<file path="src/rtl/seg_scan_ctrl.sv">
// rtl/seg_scan_ctrl.sv - multiplexed seven-segment scanner with per-frame input snapshot
// Outputs are registered from the current scan position, so they trail the prescaler by one clock.
module seg_scan_ctrl #(
  parameter int DIGITS       = 8,
  parameter int DIV          = 50000,
  parameter int BLANK        = 4,
  parameter int BLINK_FRAMES = 64
) (
  input  logic                  clk,
  input  logic                  rst_n,
  input  logic [4*DIGITS-1:0]   data,
  input  logic [DIGITS-1:0]     dp,
  input  logic [DIGITS-1:0]     en,
  input  logic [DIGITS-1:0]     blink,
  input  logic                  hex_mode,
  input  logic                  lz_blank,
  output logic [7:0]            segO,
  output logic [DIGITS-1:0]     sig,
  output logic                  frame_start
);

  localparam int CW = (DIV > 1) ? $clog2(DIV) : 1;
  localparam int IW = $clog2(DIGITS);
  localparam int FW = (BLINK_FRAMES > 1) ? $clog2(BLINK_FRAMES) : 1;
  localparam logic [CW-1:0] CNT_LAST = CW'(DIV - 1);
  localparam logic [CW:0]   ACT_LEN  = (CW+1)'(DIV - BLANK);
  localparam logic [IW-1:0] IDX_LAST = IW'(DIGITS - 1);
  localparam logic [FW-1:0] FRM_LAST = FW'(BLINK_FRAMES - 1);

  logic [CW-1:0]         cnt_q, cnt_d;
  logic [IW-1:0]         idx_q, idx_d;
  logic [FW-1:0]         frm_q, frm_d;
  logic                  blink_off_q, blink_off_d;
  logic [4*DIGITS-1:0]   data_s_q, data_s_d;
  logic [DIGITS-1:0]     dp_s_q, dp_s_d;
  logic [DIGITS-1:0]     en_s_q, en_s_d;
  logic [DIGITS-1:0]     blink_s_q, blink_s_d;
  logic                  hex_s_q, hex_s_d;
  logic                  lz_s_q, lz_s_d;
  logic                  off_s_q, off_s_d;
  logic [7:0]            seg_q, seg_d;
  logic [DIGITS-1:0]     sig_q, sig_d;
  logic                  fs_q, fs_d;

  logic                  slot_end, frame_end, active, lz, vis, lz_run;
  logic [DIGITS-1:0]     lz_vec;
  logic [3:0]            nib;
  logic [7:0]            dec;

  function automatic logic [7:0] seg_decode(input logic [3:0] n, input logic hex);
    logic [7:0] s;
    case (n)
      4'h0: s = 8'hFC;  4'h1: s = 8'h60;  4'h2: s = 8'hDA;  4'h3: s = 8'hF2;
      4'h4: s = 8'h66;  4'h5: s = 8'hB6;  4'h6: s = 8'hBE;  4'h7: s = 8'hE0;
      4'h8: s = 8'hFE;  4'h9: s = 8'hF6;  4'hA: s = 8'hEE;  4'hB: s = 8'h3E;
      4'hC: s = 8'h9C;  4'hD: s = 8'h7A;  4'hE: s = 8'h9E;  default: s = 8'h8E;
    endcase
    if (!hex && n > 4'h9) s = 8'h00;
    return s;
  endfunction

  // A digit is a leading zero when it and every more significant nibble are zero.
  always_comb begin
    lz_run = lz_s_q;
    lz_vec = '0;
    for (int i = DIGITS - 1; i >= 0; i--) begin
      lz_run    = lz_run & (data_s_q[4*i +: 4] == 4'd0);
      lz_vec[i] = lz_run && (i != 0);
    end
  end

  always_comb begin
    slot_end    = (cnt_q == CNT_LAST);
    frame_end   = slot_end && (idx_q == IDX_LAST);
    cnt_d       = slot_end ? '0 : cnt_q + CW'(1);
    idx_d       = idx_q;
    frm_d       = frm_q;
    blink_off_d = blink_off_q;
    data_s_d    = data_s_q;
    dp_s_d      = dp_s_q;
    en_s_d      = en_s_q;
    blink_s_d   = blink_s_q;
    hex_s_d     = hex_s_q;
    lz_s_d      = lz_s_q;
    off_s_d     = off_s_q;
    if (slot_end) idx_d = (idx_q == IDX_LAST) ? '0 : idx_q + IW'(1);
    if (frame_end) begin
      data_s_d  = data;
      dp_s_d    = dp;
      en_s_d    = en;
      blink_s_d = blink;
      hex_s_d   = hex_mode;
      lz_s_d    = lz_blank;
      // The phase in force for the next frame is the one held before this boundary's toggle.
      off_s_d   = blink_off_q;
      if (frm_q == FRM_LAST) begin
        frm_d       = '0;
        blink_off_d = ~blink_off_q;
      end else begin
        frm_d = frm_q + FW'(1);
      end
    end
  end

  always_comb begin
    active = ({1'b0, cnt_q} < ACT_LEN);
    nib    = data_s_q[4*idx_q +: 4];
    dec    = seg_decode(nib, hex_s_q);
    lz     = lz_vec[idx_q];
    vis    = en_s_q[idx_q] && !(blink_s_q[idx_q] && off_s_q) && !(lz && !dp_s_q[idx_q]);
    sig_d  = '1;
    seg_d  = '0;
    fs_d   = (cnt_q == '0) && (idx_q == '0);
    if (active && vis) begin
      sig_d[idx_q] = 1'b0;
      seg_d = lz ? {7'b0, dp_s_q[idx_q]} : {dec[7:1], dec[0] | dp_s_q[idx_q]};
    end
  end

  always_ff @(posedge clk or negedge rst_n) begin
    if (!rst_n) begin
      cnt_q       <= '0;
      idx_q       <= '0;
      frm_q       <= '0;
      blink_off_q <= 1'b0;
      data_s_q    <= '0;
      dp_s_q      <= '0;
      en_s_q      <= '0;
      blink_s_q   <= '0;
      hex_s_q     <= 1'b0;
      lz_s_q      <= 1'b0;
      off_s_q     <= 1'b0;
      seg_q       <= '0;
      sig_q       <= '1;
      fs_q        <= 1'b0;
    end else begin
      cnt_q       <= cnt_d;
      idx_q       <= idx_d;
      frm_q       <= frm_d;
      blink_off_q <= blink_off_d;
      data_s_q    <= data_s_d;
      dp_s_q      <= dp_s_d;
      en_s_q      <= en_s_d;
      blink_s_q   <= blink_s_d;
      hex_s_q     <= hex_s_d;
      lz_s_q      <= lz_s_d;
      off_s_q     <= off_s_d;
      seg_q       <= seg_d;
      sig_q       <= sig_d;
      fs_q        <= fs_d;
    end
  end

  assign segO        = seg_q;
  assign sig         = sig_q;
  assign frame_start = fs_q;

endmodule
</file>
<file path="config.mk">
export PLATFORM = sky130hd
export DESIGN_NAME = seg_scan_ctrl
export DESIGN_NICKNAME = d
export VERILOG_FILES = /design/src/rtl/seg_scan_ctrl.sv
export SDC_FILE = /design/constraint.sdc
export NUM_CORES = 1
export LEC_CHECK = 0
export ABC_AREA = 1
export ABC_CLOCK_PERIOD_IN_PS = 1940
export CAP_MARGIN = 20
export CORE_MARGIN = 4
export CORE_UTILIZATION = 49
export CTS_CLUSTER_SIZE = 12
export DETAILED_ROUTE_END_ITERATION = 16
export HOLD_SLACK_MARGIN = 0.05
export PLACE_DENSITY = 0.83
export SLEW_MARGIN = 15
export SYNTH_ARGS = -nofsm -noshare
export SYNTH_HDL_FRONTEND = slang
export SYNTH_SLANG_ARGS = --single-unit
</file>
<file path="constraint.sdc">
create_clock -name clk -period 1.94 [get_ports clk]
set_input_delay 0.582 -clock clk [delete_from_list [all_inputs] [get_ports clk]]
set_output_delay 0.582 -clock clk [all_outputs]
set_load 0.02 [all_outputs]
</file>
==> reports/metrics.yaml, run 1 <==
status:
  status: "finished, final reports clean"
finish:
  layoutNonFillerInstCount: 934
  syn_to_final_growth_pct: 26.3
  final_layout_size_suffix_gt1_frac: 0.153
  final_common_cell: "nand2_1"
  num-fill-cells: 886
  nets: 865
  diodes: 0
  final_cell_mix: "nand2_1, dfrtp_1, clkdlybuf4s50_1, nor2_1, inv_1"
worst_setup_path:
  r2r-end: "segO[4]"
  crit_path_max_fanout: 8
  crit_chain: "buf_4 > nand2_1 > nand2_1 > nand2_1 > nand2_1 > nand2_2 > nand2_4 > buf_4 > ha_2 > nand2_2 > o21ai_2 > nand2_1 > nand2_1 > nor2_2"
  cp-start-kind: "register"
  cp_num_buf_inv: 2
  worstRegToRegCells: 14
  crit_arrival_ps: 2190
  crit_required_ps: 2230
  endpoint_kind: "register"
  critPathMaxStageDelay_ps: 500
  r2r-start: "idx_q[0]"
  worstSetupEndpoint: "segO[4]"
  cp_top_family: "simple AND/OR/NAND/NOR gates"
  critPathKind: "reg2reg"
  startpoint: "idx_q[0]"
  path_common_cell: "nand2_1"
  cpMaxStageDelayCell: "dfrtp_2"
  rrSetupSlack_ps: 40
  worst-path-stages: 14
placement:
  place_inst: 904
  dp_hpwl_mm: 9.46
  portBuffers: 76
  gp_congestion: 0.904
  dp_slack_ps: -35.9
synth:
  async_reset_ff_frac: 1.00
  synth.top_cells.by_area: "dfrtp_1, nand2_1, nor2_1, dfstp_2, inv_1"
  synthSimpleGateAreaFrac: 0.340
  syn-num-nets: 765
  yosys.area.top_type_share: 0.443
  synthXorXnorAreaFrac: 0.0132
  synth_edf_count: 0
  yosysSeqAreaShare: 0.483
  synth_fa_ha_area_frac: 0.0283
  synth_ff_type: "dfrtp_1"
  synth_area_leader_cell: "dfrtp_1"
  synth_seq_cells: 102
  synth_mux_area_frac: 0
  synth_compound_area_frac: 0.0564
  yosysWarningCount: 0
  synth_top_family_by_area: "simple AND/OR/NAND/NOR gates"
  synth_cell_types: 36
  synth_cells: 693
  syn_area_per_cell_um2: 7.66
  syn_area_um2: 5310
die:
  initial_core_util: 0.509
  die_area_um2: 12600
  rows: 37
  die_h_um: 112
  io_pins: 77
  die_w_um: 112
  core_area_um2: 10400
power_and_ir_drop:
  ir_drop_mv: 0.464
  cellLeakagePower_nw: 3.22
  cellPowerDensity_nw_per_um2: 551
  p_total_mw: 3.69
routing:
  drc: 0
  final_antenna_net_count: 0
  routed_wl_mm: 12.7
  drt_first_pass_iters: 4
  wl_per_cell_um: 13.6
  vias: 4803
  drtIter0Drc: 359
  viasPerCell: 5.14
timing:
  final-hold-violation-count: 0
  fin_worst_skew_ps: 19.0
  period_minus_slack_ps: 1900
  hold_slack_ps: 107
  slew_headroom: 0.763
  drv_slew: 0
  rsz0062_at_grt: "true"
  setup_viol_count_final: 0
  max_freq_ghz: 0.526
  setup_ws_ps: 40.1
  period_share: 0.979
  worst_pin_slew_ps: 355
flow_run:
  max_cap_violations: 0
hold_path:
  hold_class: "in2async"
global_route:
  overflow: 0
  antenna_found_initial: 0
  gr-usage-all-layers: 0.201
  grt_pass1_wl_mm: 20.9
  grt_pass1_vias: 4503
  grt_max_degree: 37
cts:
  tritoncts: "yes"
  cts.sinks: 102
  clk_latency_ps: 370
  cts_made_buffers: 9
  htreeDepth: 3
  clk_pin_slew_ps: 110
  clockRootBuffer: "clkbuf_8"
  clk_path_buf_depth: 2
==> synthesized netlist by cell type (2+ instances only) <==
library cell / number
nand3b_1: 5
nor2_4: 3
buf_4: 4
nor2_1: 60
dfrtp_1: 94
xnor2_1: 3
inv_1: 51
buf_6: 10
o21ai_0: 24
or2_2: 2
nand2_1: 298
nand4_1: 4
clkbuf_1: 2
xor2_1: 5
buf_2: 8
nor2_2: 4
a21oi_1: 14
nor4_1: 2
nand3_1: 38
o21ai_1: 17
inv_2: 8
dfstp_2: 8
nor3_1: 5
ha_1: 12
==> worst register-to-register path, stage by stage (launching register included) <==
cell and delay (ps):
dfrtp_2 500, buf_4 170, nand2_1 60, nand2_1 50, nand2_1 50, nand2_1 60, nand2_2 90, nand2_4 90
buf_4 140, ha_2 190, nand2_2 110, o21ai_2 60, nand2_1 50, nand2_1 70, nor2_2 130
==> timing repair <==
item,4_1_cts,5_1_grt
hold buffers,0,0
endpoints found under the setup margin,15,67
pin swaps,0,10
buffers inserted,2,12
cloned,0,1
gates resized for setup,9,51
hold endpoints to repair,0,0
==> final cells by class <==
cell class	count	area, µm²	area share
well taps	136	170	0.0254
clock inverters	7	81.3	0.0121
repair inverters	1	5.00	0.000747
inverters	60	235	0.0351
repair buffers	112	1080	0.161
flip-flops and latches	102	2570	0.383
clock buffers	9	124	0.0185
multi-input cells	507	2440	0.365
==> worst min-delay path by stage <==
stage / start / end / slack, ps / depth (start not counted)
after floorplan: rst_n / blink_off_q / 290 / 0
after global placement: blink_s_q[0] / blink_s_q[0] / 460 / 2
after detailed placement: blink_s_q[4] / blink_s_q[4] / 460 / 2
after CTS: rst_n / frm_q[3] / 100 / 1
after global routing: rst_n / frm_q[3] / 110 / 1
final: rst_n / frm_q[3] / 110 / 1
==> state kept, by name, summed over array words and instances (netlist names) <==
signal / cells
cnt_q: 16
dp_s_q: 8
segO: 8
sig: 8
data_s_q: 32
idx_q: 3
lz_s_q: 1
frame_start: 1
off_s_q: 1
hex_s_q: 1
blink_s_q: 8
frm_q: 6
en_s_q: 8
blink_off_q: 1
==> logic make-up after synthesis <==
group                      Yosys count
AOI/OAI and AO/OA                   58
xor gates and xnor gates             8
DFF                                102
and+or+nand+nor                    429
buffers and inverters               84
adders and majority gates           12
==> report_power, final <==
group	switching, mW	total (mW)	internal, mW
logic	0.0583	0.170	0.111
registers	0	2.13	2.13
clock network	0.783	1.40	0.615
==> layer usage <==
layer,GRT usage,routed length [µm],vias to the layer above
met3,0.0270,662,28
met5,0,0,-
li1,-,-,2361
met2,0.326,6010,154
met4,0.0665,265,0
met1,0.281,5780,2260
==> per-stage QoR <==
step                utilization  cell area (µm²)  setup TNS (ps)
floorplan                     -             5310               0
global placement          0.600             6250               0
detailed placement        0.600             6250            -153
CTS                       0.621             6470               0
global route              0.644             6700            -277
finish                    0.644             6700               0
(Power assumes the default switching activity.)
==> run 2: changes to the inputs <==
- ABC_CLOCK_PERIOD_IN_PS: 1940 -> 2000
- CORE_UTILIZATION: 49 -> 55
- PLACE_DENSITY: 0.83 -> 0.88
- clock period: 1.94 -> 2 ns (I/O delays scaled with it)
==> run 2 against run 1 <==
  * Clock power decreased by 4%
  * Final area decreased by 3.4%
  * Highest routed layer unchanged
  * Die area decreased by 10%
  * First-iteration DRC count decreased by 14%
  * Largest cell class unchanged
  * Worst setup slack improved by 52 ps
  * Power decreased by 3.1%
  * Routed wire length decreased by 1.9%
  * Largest power group unchanged
  * Sequential cell count unchanged
==> reports/metrics.yaml, run 2 (synthesis results as in run 1) <==
routing:
  viasPerCell: 5.25
  routed_wl_mm: 12.5
  drc: 0
  wl_per_cell_um: 13.6
  final_antenna_net_count: 0
  vias: 4800
  drt_first_pass_iters: 5
  drtIter0Drc: 310
global_route:
  grt_pass1_wl_mm: 21.2
  overflow: 0
  antenna_found_initial: 0
  grt_pass1_vias: 4646
  grt_max_degree: 54
  gr-usage-all-layers: 0.230
timing:
  drv_slew: 0
  slew_headroom: 0.770
  setup_viol_count_final: 0
  worst_pin_slew_ps: 342
  period_share: 0.954
  max_freq_ghz: 0.524
  period_minus_slack_ps: 1910
  final-hold-violation-count: 0
  hold_slack_ps: 75.5
  fin_worst_skew_ps: 13.0
  rsz0062_at_grt: "true"
cts:
  clk_pin_slew_ps: 100
  clockRootBuffer: "clkbuf_8"
  htreeDepth: 3
  cts_made_buffers: 9
  clk_path_buf_depth: 2
  hold_buffers: 0
  clk_latency_ps: 370
  tritoncts: "yes"
  cts.sinks: 102
worst_setup_path:
  critPathKind: "reg2out"
  cpMaxStageDelayCell: "clkdlybuf4s50_1"
  startpoint: "segO[5]"
  crit_chain: "clkdlybuf4s50_1"
  critPathMaxStageDelay_ps: 600
  cp_num_buf_inv: 1
  endpoint_kind: "primary output"
  r2r-start: "idx_q[0]"
  crit_arrival_ps: 1310
  cp_top_family: "buffers and inverters"
  crit_required_ps: 1400
  crit_path_max_fanout: 1
  cp-start-kind: "register"
die:
  die_area_um2: 11300
  die_w_um: 106
  initial_core_util: 0.569
  core_area_um2: 9330
  rows: 35
  die_h_um: 106
  io_pins: 77
power_and_ir_drop:
  switchingPower_mw: 0.790
  combPwrFrac: 0.046
  p_seq_frac: 0.576
  p_total_mw: 3.58
  cellPowerDensity_nw_per_um2: 553
  p_clk_frac: 0.378
  ir_drop_mv: 0.313
  p_sw_frac: 0.221
  cellLeakagePower_nw: 3.12
  cell_internal_pwr_mw: 2.79
finish:
  final_cell_mix: "nand2_1, dfrtp_1, clkdlybuf4s50_1, nor2_1, inv_1"
  syn_to_final_growth_pct: 22.0
  final_common_cell: "nand2_1"
  largest_reg_flops: 32
  top_register: "data_s_q"
  nets: 853
  layoutNonFillerInstCount: 915
  final_core_util: 0.694
  diodes: 0
  largestRegisters: "data_s_q: 32 flops, cnt_q: 16 flops"
  final_layout_size_suffix_gt1_frac: 0.107
placement:
  portBuffers: 76
  dp_hpwl_mm: 9.52
  gp_congestion: 0.897
  place_inst: 897
hold_path:
  hold_class: "in2async"
flow_run:
  max_cap_violations: 0
status:
  status: "finished, final reports clean"
## run 2: cell count changes in the layout (fill, tap and decap cells not counted), moves of 5 or more
| cell | change |
|---|---|
| nor2_1 | +7 |
| buf_4 | -8 |
| nand2_1 | +9 |
| nand2_2 | -7 |
| nor2_2 | -5 |
## run 2: what timing repair did
item | CTS | global route
setup endpoints to repair | 9 | 37
gates resized for setup | 9 | 11
buffers inserted | 0 | 2
## run 2: routing by layer
layer	track usage	up-vias	routed length, µm
met3	0.0340	23	855
met1	0.311	2268	5410
li1	-	2326	-
met2	0.382	183	6000
met4	0.0731	0	214
met5	0	-	0
## run 2: worst reg2reg max path, delay by kind of cell (launching register included)
family          cells  cell delay, ps
fa+ha+maj           1             180
flops               1             470
buf+inv             2             300
simple gates        9             770
compound gates      1              80
## run 2: path summary, 6_finish.rpt
path	end	slack [ps]	cells past startpoint
max in group asynchronous	sig[3]	1310	2
setup reg to reg	segO[3]	120	13
setup / recovery	segO[5]	90	1
hold / removal	dp_s_q[2]	80	1
hold reg to reg	blink_s_q[3]	480	2
min in group clk	blink_s_q[3]	480	2
## run 2: metrics by stage
| step | cell area (µm²) | setup TNS [ps] | worst slack [ps] |
|---|---|---|---|
| 6_report | 6480 | 0 | 91.9 |
| 5_1_grt | 6480 | -34.8 | -29.4 |
| 4_1_cts | 6440 | 0 | 24.9 |
| 3_5_place_dp | 6250 | 0 | 3.26 |
| 3_3_place_gp | 6250 | 0 | 92.0 |
| 2_1_floorplan | 5310 | 0 | 101 |
## run 2: final cells by class
class | count | area (µm²)
Inverter | 60 | 230
Timing Repair Buffer | 101 | 977
Tap cell | 129 | 161
Clock buffer | 10 | 138
Clock inverter | 6 | 66.3
Sequential cell | 102 | 2560
Fill cell | 732 | 2850
Multi-Input combinational cell | 507 | 2340
## run 2: power by group through the flow
stage	sequential [mW]	combinational, mW	clock, mW
3_5_place_dp	2.10	0.167	0
2_1_floorplan	2.10	0.000000677	0
4_1_cts	2.06	0.167	1.37
3_3_place_gp	2.10	0.163	0
6_report	2.06	0.164	1.35
5_1_grt	2.06	0.179	1.46
